<file path="src/rtl/sram_be_rmw_ctrl.sv">
// ============================================================================
// Module      : sram_be_rmw_ctrl
// Description : Request front end for a SyncSpRamBeNx64 wrapper. The SRAM
//               macro itself has no byte enables, so this block performs
//               byte-masked writes as a read followed by a merged write.
//               Reads return data with a fixed 1-cycle latency.
//               Optional macro RMW_FULLBYP_EN: a write with all byte enables
//               set goes straight to the SRAM in its accept cycle.
// Revision    : 1.0 - initial release
// ============================================================================
`default_nettype none

module sram_be_rmw_ctrl #(
  parameter  int DATA_W = 64,
  parameter  int ADDR_W = 8,
  localparam int BE_W   = DATA_W / 8
) (
  input  logic              Clk_CI,
  input  logic              Rst_RBI,
  input  logic              req_valid_i,
  output logic              req_ready_o,
  input  logic              req_we_i,
  input  logic [ADDR_W-1:0] req_addr_i,
  input  logic [BE_W-1:0]   req_be_i,
  input  logic [DATA_W-1:0] req_wdata_i,
  output logic              rsp_valid_o,
  output logic [DATA_W-1:0] rsp_rdata_o,
  output logic              sram_csel_o,
  output logic              sram_wren_o,
  output logic [ADDR_W-1:0] sram_addr_o,
  output logic [DATA_W-1:0] sram_wdata_o,
  output logic [BE_W-1:0]   sram_be_o,
  input  logic [DATA_W-1:0] sram_rdata_i,
  output logic [15:0]       rmw_cnt_o
);

  typedef enum logic [0:0] {
    S_IDLE  = 1'b0,
    S_MERGE = 1'b1
  } state_t;

  state_t              r_state;
  logic                r_rd_pend;
  logic [ADDR_W-1:0]   r_addr;
  logic [BE_W-1:0]     r_be;
  logic [DATA_W-1:0]   r_wdata;
  logic [15:0]         r_cnt;

  logic                w_ready;
  logic                w_acc;
  logic                w_full;
  logic                w_acc_rd;
  logic                w_acc_rmw;
  logic                w_acc_byp;
  logic [DATA_W-1:0]   w_merged;

  // Ready is forced low while reset is held so nothing is accepted then.
  assign w_ready = (r_state == S_IDLE) && Rst_RBI;
  assign w_acc   = req_valid_i && w_ready;

`ifdef RMW_FULLBYP_EN
  assign w_full = &req_be_i;
`else
  assign w_full = 1'b0;
`endif

  // Writes with no byte enabled are accepted but fall through every path.
  assign w_acc_rd  = w_acc && !req_we_i;
  assign w_acc_rmw = w_acc && req_we_i && (|req_be_i) && !w_full;
  assign w_acc_byp = w_acc && req_we_i && w_full;

  // Byte lane merge: new data where enabled, old SRAM contents elsewhere.
  for (genvar gi = 0; gi < BE_W; gi++) begin : g_merge
    assign w_merged[gi*8 +: 8] = r_be[gi] ? r_wdata[gi*8 +: 8]
                                          : sram_rdata_i[gi*8 +: 8];
  end

  // SRAM strobes are combinational so a read issues in its accept cycle.
  always_comb begin
    sram_csel_o  = 1'b0;
    sram_wren_o  = 1'b0;
    sram_addr_o  = req_addr_i;
    sram_wdata_o = req_wdata_i;
    if (r_state == S_MERGE) begin
      sram_csel_o  = Rst_RBI;
      sram_wren_o  = Rst_RBI;
      sram_addr_o  = r_addr;
      sram_wdata_o = w_merged;
    end else if (w_acc_rd || w_acc_rmw) begin
      sram_csel_o  = 1'b1;
    end else if (w_acc_byp) begin
      sram_csel_o  = 1'b1;
      sram_wren_o  = 1'b1;
    end
  end

  // FSM, write capture, read-pending flag and saturating RMW counter.
  always_ff @(posedge Clk_CI or negedge Rst_RBI) begin
    if (!Rst_RBI) begin
      r_state   <= S_IDLE;
      r_rd_pend <= 1'b0;
      r_addr    <= '0;
      r_be      <= '0;
      r_wdata   <= '0;
      r_cnt     <= '0;
    end else begin
      r_rd_pend <= w_acc_rd;
      if (r_state == S_IDLE) begin
        if (w_acc_rmw) begin
          r_addr  <= req_addr_i;
          r_be    <= req_be_i;
          r_wdata <= req_wdata_i;
          r_state <= S_MERGE;
        end
      end else begin
        if (r_cnt != 16'hFFFF) begin
          r_cnt <= r_cnt + 16'd1;
        end
        r_state <= S_IDLE;
      end
    end
  end

  assign req_ready_o = w_ready;
  assign rsp_valid_o = r_rd_pend;
  assign rsp_rdata_o = sram_rdata_i;
  assign sram_be_o   = '1;
  assign rmw_cnt_o   = r_cnt;

endmodule

`default_nettype wire
</file>
<file path="config.mk">
export PLATFORM = sky130hd
export DESIGN_NAME = sram_be_rmw_ctrl
export DESIGN_NICKNAME = d
export VERILOG_FILES = /design/src/rtl/sram_be_rmw_ctrl.sv
export SDC_FILE = /design/constraint.sdc
export NUM_CORES = 1
export LEC_CHECK = 0
export ABC_AREA = 1
export CORE_ASPECT_RATIO = 0.6
export CORE_MARGIN = 2
export CORE_UTILIZATION = 36
export CTS_CLUSTER_DIAMETER = 60
export DETAILED_ROUTE_END_ITERATION = 12
export HOLD_SLACK_MARGIN = 0.15
export PLACE_DENSITY = 0.83
export SYNTH_ARGS = -nofsm -noshare
export SYNTH_HDL_FRONTEND = slang
export SYNTH_SLANG_ARGS = --single-unit
</file>
<file path="constraint.sdc">
create_clock -name Clk_CI -period 1.3 [get_ports Clk_CI]
set_input_delay 0.195 -clock Clk_CI [delete_from_list [all_inputs] [get_ports Clk_CI]]
set_output_delay 0.195 -clock Clk_CI [all_outputs]
set_load 0.02 [all_outputs]
</file>
==> key figures, run 1 <==
Global routing
  • Met3 global-route usage: 0.0578
  • Largest net degree at the start of global routing: 66
  • Met2 Resource Use GR: 0.417
  • GRT overflow: 0
  • First-pass GRT wire length: ~34,000 um
  • Routing usage on met1: 0.342
  • Tot GR Track Use: 0.253
  • GRT Max-Usage Layer: met2
  • Vias in the first global route: 6,546
  • Initial antenna violation count: 0

Clock tree
  • # H-tree levels: 3
  • Reg clk slew, reported paths: approximately 60 ps
  • Root Buffer: clkbuf_16
  • CTS sink count: 98
  • Clock tree buffer depth: 2
  • CTS tree: built
  • Clock Latency Late Sink: about 340 ps
  • CTS Buf Count: 9

Critical path
  • R2R cell count: 11
  • Maximum fanout along the worst path: 20
  • CP Capture Type: output port
  • Worst setup SP type: flop
  • CP Data Required Time: about 1100 ps
  • R2r setup slk: -420 ps
  • Worst Setup Path Type: reg2out
  • Worst EP arrival: 1550 ps

Timing
  • Clock Skew: between 9 and 10 ps
  • Max-slew violations: 0
  • Tmin final: 1750 ps
  • Total Neg Setup Slack: -56,600 ps
  • Period utilization: 1.34
  • Fmax: roughly 570 MHz
  • Setup WS post-layout: -448 ps
  • RSZ-0062 raised after global routing: yes
  • Hold Vio Cnt, Final: 0
  • Worst slew pin tran: 895 ps
  • Fin Hold WS: between 70 and 80 ps
  • Setup Viol. Count Final: around 170
  • Slew HR: 0.403

Power and ir drop
  • VDD IR max: 0.595 mV
  • Reg power frac: 0.374
  • Total Power: ~10 mW
  • Clock share of power: 0.239
  • Leak Pwr: 5.88 nW
  • Switching power: approximately 3.7 mW
  • Pwr dens: 958 nW/um^2
  • Int Pwr: 6.77 mW
  • Gate power share: 0.387
  • Switching Share: 0.351

Yosys
  • Post-synth top area share: 0.414
  • Syn_area_per_cell: around 6.9 sq um
  • Mapped Cells: between 800 and 900
  • Synth Warn #: 0
  • Yosys cell types: 25
  • Seq/Total Area, Yosys: 0.414
  • Top cells by area, synth: dfrtp_1 41%, nand2_1 24%, o21ai_0 12%, buf_4 9.4%, nor2_1 5.2%
  • Synth Cell Area: roughly 6000 sq um
  • Leading area contributor after synthesis: dfrtp_1
  • Seq cells post-synth: ~100

Drt
  • Post-Route WL: between 20,000 and 25,000 um
  • Initial DRC Count: ~550
  • DR DRC count: 0
  • Detailed-route via count: between 7,000 and 8,000
  • Via-to-Cell Ratio: between 4 and 5
  • Detail Route Antenna Nets: 0
  • Number of iterations in the first detailed-routing pass: 5
  • Post-detailed-route wirelength per cell: around 17 um

Final layout
  • Ant diodes: 0
  • Post-layout util: 0.674
  • Fraction of layout cells with a size suffix above 1: 0.291
  • Area grow syn2layout: 83.9%
  • Net total in the final layout: between 1,000 and 1,500

Placement
  • DP HPWL: around 16,000 um
  • Place WS: -608 ps
  • GP Congestion: slightly below 0.9
  • I/O Buffers: slightly above 300

Floorplanning
  • IO Pins: around 310
  • Row count: 36
  • DIE AREA: around 18,000 sq um
  • Core box area: 16,200 sq um
  • Initial Util: 0.366
  • Die Y: a little over 100 um
  • Chip Width: 170 um

Outcome
  • Failing checks: negative setup slack
  • Status: complete, but fails checks

Hold path
  • Hold WC Path Type: in2async

Job
  • Max-cap violations: 0
power groups by stage:
| stage | Combinational (mW) | Clock, mW | Sequential (mW) |
|---|---|---|---|
| floorplan | 1.73 | 0 | 3.97 |
| global placement | 3.59 | 0 | 3.92 |
| detailed placement | 3.67 | 0 | 3.93 |
| CTS | 3.85 | 2.57 | 3.89 |
| global route | 4.36 | 2.68 | 3.96 |
| finish | 4.03 | 2.50 | 3.91 |
placed cells by master, fill, tap and decap left out, types with 8 or more instances in the layout:
cell type / count
dlymetal6s2s_1: 78
clkdlybuf4s50_1: 145
conb_1: 8
buf_12: 12
clkbuf_16: 13
o21ai_2: 66
o21ai_0: 26
nor2_1: 74
clkdlybuf4s15_2: 9
buf_4: 113
buf_6: 46
o21ai_1: 32
nand4_1: 8
dfrtp_1: 84
inv_1: 13
o21ai_4: 14
nand2_1: 363
dfrtp_2: 14
worst paths after layout:
check,startpoint,to
worst max-delay path,r_state,sram_csel_o
worst min-delay path,Rst_RBI,r_be[5]
worst max register to register,r_state,r_be[1]
worst min register to register,r_wdata[45],r_wdata[45]
max in group asynchronous,Rst_RBI,rmw_cnt_o[10]
min in group Clk_CI,Rst_RBI,rsp_valid_o
state kept, by name, indices dropped and copies added (netlist names):
register	flops
r_state	1
rmw_cnt_o	16
r_wdata	64
r_be	8
rsp_valid_o	1
r_addr	8
cells in the mapped netlist (all sizes together):
library cell and instances:
o21ai 138, nor2 86, nand3 8, inv 20, clkbuf 13, nor3 2
xor2 3, buf 91, nor2b 1, xnor2 3, nand4 8, conb 1
clkinv 8, nand3b 2, ha 1, dfrtp 98, nand2 377
stage by stage:
stage / cells / instance area [sq um]
2_1_floorplan: 867 / 6190
3_3_place_gp: 1369 / 9560
3_5_place_dp: 1369 / 9560
4_1_cts: 1400 / 10300
5_1_grt: 1413 / 10900
6_report: 1413 / 10900
critical path, stage by stage, from the launching register on:
cell	delay, ps
dfrtp_2	470
buf_12	180
nor2_4	90
nand2_2	80
nor2_2	140
nor2_2	70
nand2_4	70
buf_6	110
what timing repair did:
item	4_1_cts	5_1_grt
endpoints found under the hold margin	98	0
gates resized for setup	446	184
gates cloned	8	6
setup endpoints to repair	253	252
pin swaps	16	39
hold buffers	1	0
setup buffers	6	8
layout make-up:
cell class,instances,area (sq um)
Multi-Input combinational cell,638,3250
Fill cell,1276,5280
Inverter,28,139
Clock inverter,6,42.5
Tap cell,209,262
Sequential cell,98,2470
Clock buffer,10,229
Timing Repair Buffer,424,4500
logic make-up after synthesis:
kind of cell    synth area share
compound gates             0.117
simple gates               0.322
fa+ha+maj                0.00211
buf+inv                    0.136
xor+xnor                 0.00887
other cells             0.000633
flops                      0.414
metal layers:
layer,part of all wire,vias to the layer above
met5,0,-
li1,-,3334
met1,0.43,3332
met4,0.013,0
met2,0.48,326
met3,0.072,34
Note: power is estimated with default switching activity, not from simulation.
==> run 2, diff against run 1 <==
--- a/config.mk
+++ b/config.mk
@@ -6,13 +6,13 @@
 export NUM_CORES = 1
 export LEC_CHECK = 0
 export ABC_AREA = 1
-export CORE_ASPECT_RATIO = 0.6
 export CORE_MARGIN = 2
 export CORE_UTILIZATION = 36
 export CTS_CLUSTER_DIAMETER = 60
 export DETAILED_ROUTE_END_ITERATION = 12
 export HOLD_SLACK_MARGIN = 0.15
 export PLACE_DENSITY = 0.83
+export REMOVE_ABC_BUFFERS = 1
 export SYNTH_ARGS = -nofsm -noshare
 export SYNTH_HDL_FRONTEND = slang
 export SYNTH_SLANG_ARGS = --single-unit
==> key figures, run 2 (same netlist as run 1, synthesis figures left out) <==
Outcome
  • Status: complete, but fails checks
  • Failing checks: negative setup slack

Hold path
  • Hold WC Path Type: in2reg
  • Min-Delay Path Depth: 6
  • Hold_sp: Rst_RBI
  • WHS Endpoint: rsp_valid_o

Drt
  • DR DRC count: 0
  • Initial DRC Count: a little over 500
  • Number of iterations in the first detailed-routing pass: 7
  • Post-detailed-route wirelength per cell: around 17 um
  • Post-Route WL: 24,300 um
  • Via-to-Cell Ratio: approximately 5
  • Detailed-route via count: 7,276
  • Detail Route Antenna Nets: 0

Clock tree
  • CTS sink count: 98
  • Clock tree buffer depth: 2
  • Clock Latency Late Sink: between 300 and 400 ps
  • Reg clk slew, reported paths: about 70 ps
  • CTS tree: built
  • CTS Buf Count: 9
  • # H-tree levels: 3
  • Root Buffer: clkbuf_16

Timing
  • Worst slew pin tran: around 740 ps
  • Hold Vio Cnt, Final: 0
  • Slew HR: 0.509
  • Clock Skew: ~12 ps
  • Max-slew violations: 0
  • Fmax: about 540 MHz
  • Fin Hold WS: roughly 380 ps
  • Setup WS post-layout: -537 ps
  • Tmin final: between 1500 and 2000 ps
  • RSZ-0062 raised after global routing: yes
  • Period utilization: 1.41
  • Total Neg Setup Slack: -88,340 ps
  • Setup Viol. Count Final: about 250

Critical path
  • Reg2reg end: r_wdata[7]
  • WP depth: 6
  • Critical path cell sequence: buf_12, buf_4, buf_12, o21ai_0, o21ai_1, buf_4
  • CP max-delay cell: dfrtp_2
  • Worst Setup Path Type: reg2out
  • CP Capture Type: output port
  • CP bufs+invs: 4
  • Worst setup SP type: flop
  • Delay-heaviest family, CP: buffers and inverters
  • R2r setup slk: -490 ps
  • FF-to-FF Start: r_state
  • R2R cell count: 11
  • Maximum fanout along the worst path: 13
  • CP peak stage delay: 370 ps
  • CP Data Required Time: around 1100 ps
  • Worst EP arrival: around 1600 ps

Placement
  • Placed cell area: ~9600 sq um
  • Placed instance count: between 1,000 and 1,500
  • Place WS: -591 ps
  • I/O Buffers: about 300
  • DP HPWL: about 16,000 um
  • GP Congestion: ~0.84

Floorplanning
  • Row count: 46
  • DIE AREA: between 15,000 and 20,000 sq um
  • Core box area: approximately 16,000 sq um
  • IO Pins: 312
  • Chip Width: about 130 um
  • Die Y: approximately 130 um
  • Initial Util: 0.370

Final layout
  • Most common cell after layout, fill and taps aside: nand2_1
  • Ant diodes: 0
  • Largest reg by FF count: r_wdata
  • Most frequent cells in the layout: 327 x nand2_1, 223 x clkdlybuf4s50_1, 170 x buf_4
  • Area occupied by multi-input gates: roughly 3000 sq um
  • Fraction of layout cells with a size suffix above 1: 0.296
  • Sequential cell area: about 2500 sq um
  • Area grow syn2layout: 82.8%
  • Fin area: approximately 11,000 sq um
  • Non-filler instance count after layout: about 1,500
  • Net total in the final layout: 1,389
  • Post-layout util: 0.677
  • Fill cells: approximately 1,200
  • Number of flip-flops in the largest register: 64

Global routing
  • Met2 Resource Use GR: 0.401
  • Tot GR Track Use: 0.229
  • Largest net degree at the start of global routing: 73
  • Met3 global-route usage: 0.0500
  • GRT Max-Usage Layer: met2
  • First-pass GRT wire length: about 33,000 um
  • Initial antenna violation count: 0
  • Vias in the first global route: 6,614
  • Routing usage on met1: 0.278
  • GRT overflow: 0

Job
  • Max-cap violations: 0

Power and ir drop
  • Pwr dens: between 900 and 1000 nW/um^2
  • Total Power: 10.5 mW
  • Leak Pwr: 5.24 nW
  • VDD IR max: approximately 0.6 mV
==> run 2: changes by cell type in the layout (fill, tap and decap cells not counted), moves of 7 or more <==
cell / before / now
buf_12: 12 / 19
o21ai_1: 32 / 59
buf_4: 113 / 170
dlymetal6s2s_1: 78 / 0
dfrtp_2: 14 / 6
o21ai_2: 66 / 35
o21ai_0: 26 / 42
o21ai_4: 14 / 2
dfrtp_1: 84 / 92
clkdlybuf4s50_1: 145 / 223
nand2_1: 363 / 327
nand2_2: 7 / 41
buf_6: 46 / 30
==> run 2: power by group <==
part | switching [mW] | leakage [nW] | total, mW | internal, mW
combinational | 2.02 | 3.88 | 4.03 | 2.01
sequential | 0.374 | 1.24 | 3.93 | 3.55
clock | 1.18 | 0.129 | 2.53 | 1.35
==> run 2: area by class of cell <==
type | instances | area share
Timing Repair Buffer | 465 | 0.431
Multi-Input combinational cell | 637 | 0.278
Sequential cell | 98 | 0.227
Tap cell | 216 | 0.0250
Clock buffer | 12 | 0.0228
Inverter | 28 | 0.0127
Clock inverter | 4 | 0.00266
Timing Repair inverter | 1 | 0.000693
==> run 2: routing by layer <==
layer  vias up  wire (um)
li1       3419          -
met2       376      12200
met4         0        746
met1      3420       9690
met5         -          0
met3        61       1590
==> run 2: worst reg2reg max path, stage by stage (launching register included) <==
cell,delay (ps)
dfrtp_2,410
buf_12,150
buf_12,130
nor2_4,100
nand2_2,70
nor2_2,120
nand2_2,90
buf_12,140
clkinv_4,70
bufbuf_16,300
nand2_1,80
nand2_1,60
==> run 2: repair_timing <==
action,CTS,global route
endpoints found under the setup margin,253,252
hold endpoints to repair,98,0
hold buffers,1,0
cloned,1,16
buffers inserted,1,22
gates resized for setup,368,348
pin swaps,0,26
==> run 2: how the worst max path moves through the flow <==
stage                           from                to  slack [ps]
floorplan                    r_state           r_be[0]       -2760
finish                       r_state  sram_wdata_o[34]        -540
global route                 r_state       sram_csel_o        -590
global placement    sram_rdata_i[22]  sram_wdata_o[22]        -580
CTS                          r_state  sram_wdata_o[51]        -580
detailed placement  sram_rdata_i[12]  sram_wdata_o[12]        -590
==> run 3, diff against run 2 <==
--- a/config.mk
+++ b/config.mk
@@ -11,8 +11,7 @@
 export CTS_CLUSTER_DIAMETER = 60
 export DETAILED_ROUTE_END_ITERATION = 12
 export HOLD_SLACK_MARGIN = 0.15
-export PLACE_DENSITY = 0.83
-export REMOVE_ABC_BUFFERS = 1
+export PLACE_DENSITY = 0.89
 export SYNTH_ARGS = -nofsm -noshare
 export SYNTH_HDL_FRONTEND = slang
 export SYNTH_SLANG_ARGS = --single-unit
==> constraint.sdc (replaced) <==
create_clock -name Clk_CI -period 1.3 [get_ports Clk_CI]
set_input_delay 0.325 -clock Clk_CI [delete_from_list [all_inputs] [get_ports Clk_CI]]
set_output_delay 0.325 -clock Clk_CI [all_outputs]
set_load 0.02 [all_outputs]
==> key figures, run 3 (same netlist as run 1, synthesis figures left out) <==
Outcome
  • Status: complete, but fails checks
  • Failing checks: negative setup slack

Placement
  • DP HPWL: between 15,000 and 20,000 um
  • I/O Buffers: 303
  • Place WS: -1110 ps
  • GP Congestion: 0.844

Floorplanning
  • DIE AREA: approximately 17,000 sq um
  • Initial Util: 0.370
  • Row count: 46
  • Chip Width: 132 um
  • Core box area: 16,000 sq um
  • Die Y: 132 um
  • IO Pins: ~310

Global routing
  • Initial antenna violation count: 2
  • GRT overflow: 0
  • Vias in the first global route: 6,859
  • First-pass GRT wire length: approximately 34,000 um
  • Largest net degree at the start of global routing: between 70 and 80
  • Tot GR Track Use: 0.240

Final layout
  • Fraction of layout cells with a size suffix above 1: 0.386
  • Area grow syn2layout: 81.4%
  • Net total in the final layout: around 1,400
  • Most common cell after layout, fill and taps aside: nand2_1
  • Number of flip-flops in the largest register: 64
  • Fill cells: ~1,300
  • Largest reg by FF count: r_wdata
  • Post-layout util: 0.672
  • Most frequent cells in the layout: 356 x nand2_1, 170 x buf_4, 101 x o21ai_2

Clock tree
  • Clock Latency Late Sink: 350 ps
  • CTS Hold Bufs: 1
  • Reg clk slew, reported paths: about 80 ps
  • # H-tree levels: 3
  • CTS sink count: 98
  • CTS Buf Count: 9
  • CTS tree: built
  • Root Buffer: clkbuf_16
  • Clock tree buffer depth: 2

Timing
  • Setup WS post-layout: -663 ps
  • Setup Viol. Count Final: 178
  • Period utilization: 1.51
  • Tmin final: slightly below 2000 ps
  • Hold Vio Cnt, Final: 0
  • RSZ-0062 raised after global routing: yes
  • Total Neg Setup Slack: -79,200 ps
  • Slew HR: 0.657
  • Worst slew pin tran: 514 ps
  • Clock Skew: about 16 ps
  • Fmax: slightly above 500 MHz
  • Max-slew violations: 0

Critical path
  • Worst EP arrival: about 1600 ps
  • CP Capture Type: output port
  • Worst Setup Path Type: reg2out
  • Worst setup SP type: flop
  • Critical path cell sequence: buf_6, nor2_4, nand2_4, nor2_4, nor2_2, nand2_4, buf_6
  • CP Data Required Time: a little under 1000 ps
  • CP max-delay cell: dfrtp_4
  • CP bufs+invs: 2
  • Maximum fanout along the worst path: 6
  • Delay-heaviest family, CP: flip-flops
  • CP peak stage delay: roughly 540 ps

Job
  • Max-cap violations: 0

Drt
  • Detail Route Antenna Nets: 0
  • Post-detailed-route wirelength per cell: between 15 and 20 um
  • Post-Route WL: 25,100 um
  • DR DRC count: 0
  • Detailed-route via count: between 7,000 and 8,000
  • Number of iterations in the first detailed-routing pass: 6
  • Initial DRC Count: roughly 440
  • Via-to-Cell Ratio: about 5

Power and ir drop
  • Leak Pwr: 5.57 nW
  • Pwr dens: 1010 nW/um^2
  • VDD IR max: just over 0.9 mV

Hold path
  • Hold WC Path Type: in2async
## run 3: power breakdown
group	internal [mW]	switching (mW)	total, mW	leakage (nW)
Sequential	3.56	0.375	3.93	1.22
Clock	1.70	1.24	2.94	0.153
Combinational	1.83	2.13	3.95	4.19
## run 3: area by class of cell
type                    count  area (sq um)  share of cell area
diodes                      2          5.00            0.000466
clock buffers              10           229              0.0213
clock inverters             6          90.1             0.00838
inverters                  28           153              0.0142
multi-input cells         638          3260               0.303
flip-flops and latches     98          2470               0.230
well taps                 216           270              0.0251
repair buffers            435          4270               0.397
## run 3: path summary, 6_finish.rpt
| kind | startpoint | endpoint | slack, ps | depth (start not counted) |
|---|---|---|---|---|
| setup / recovery | r_state | sram_csel_o | -660 | 7 |
| hold / removal | Rst_RBI | r_wdata[9] | 80 | 2 |
| setup reg to reg | r_state | r_be[1] | -490 | 10 |
| hold reg to reg | r_wdata[39] | r_wdata[39] | 470 | 2 |
| max in group asynchronous | Rst_RBI | rmw_cnt_o[11] | 340 | 3 |
| min in group Clk_CI | req_be_i[6] | r_be[6] | 340 | 3 |
## run 3: what timing repair did
item,CTS,global route
pin swaps,1,19
endpoints found under the hold margin,47,32
resized for setup,298,604
setup endpoints to repair,251,269
cloned,0,15
buffers inserted,6,14
## run 3: metrics by stage
stage	hold slack [ps]	cell area, sq um	cells	total power, mW
3_5_place_dp	463	9690	1379	7.59
6_report	78.1	10700	1433	10.8
4_1_cts	87.4	10200	1402	10.5
2_1_floorplan	29.4	6290	867	5.77
3_3_place_gp	455	9690	1379	7.47
5_1_grt	116	10700	1432	11.3
## run 3: per-layer routing
metal	up-vias	routed length (um)	global-route usage
met5	-	0	0
met4	0	1110	0.107
met3	81	1710	0.0519
met2	383	12900	0.432
met1	3463	9400	0.272
li1	3359	-	-
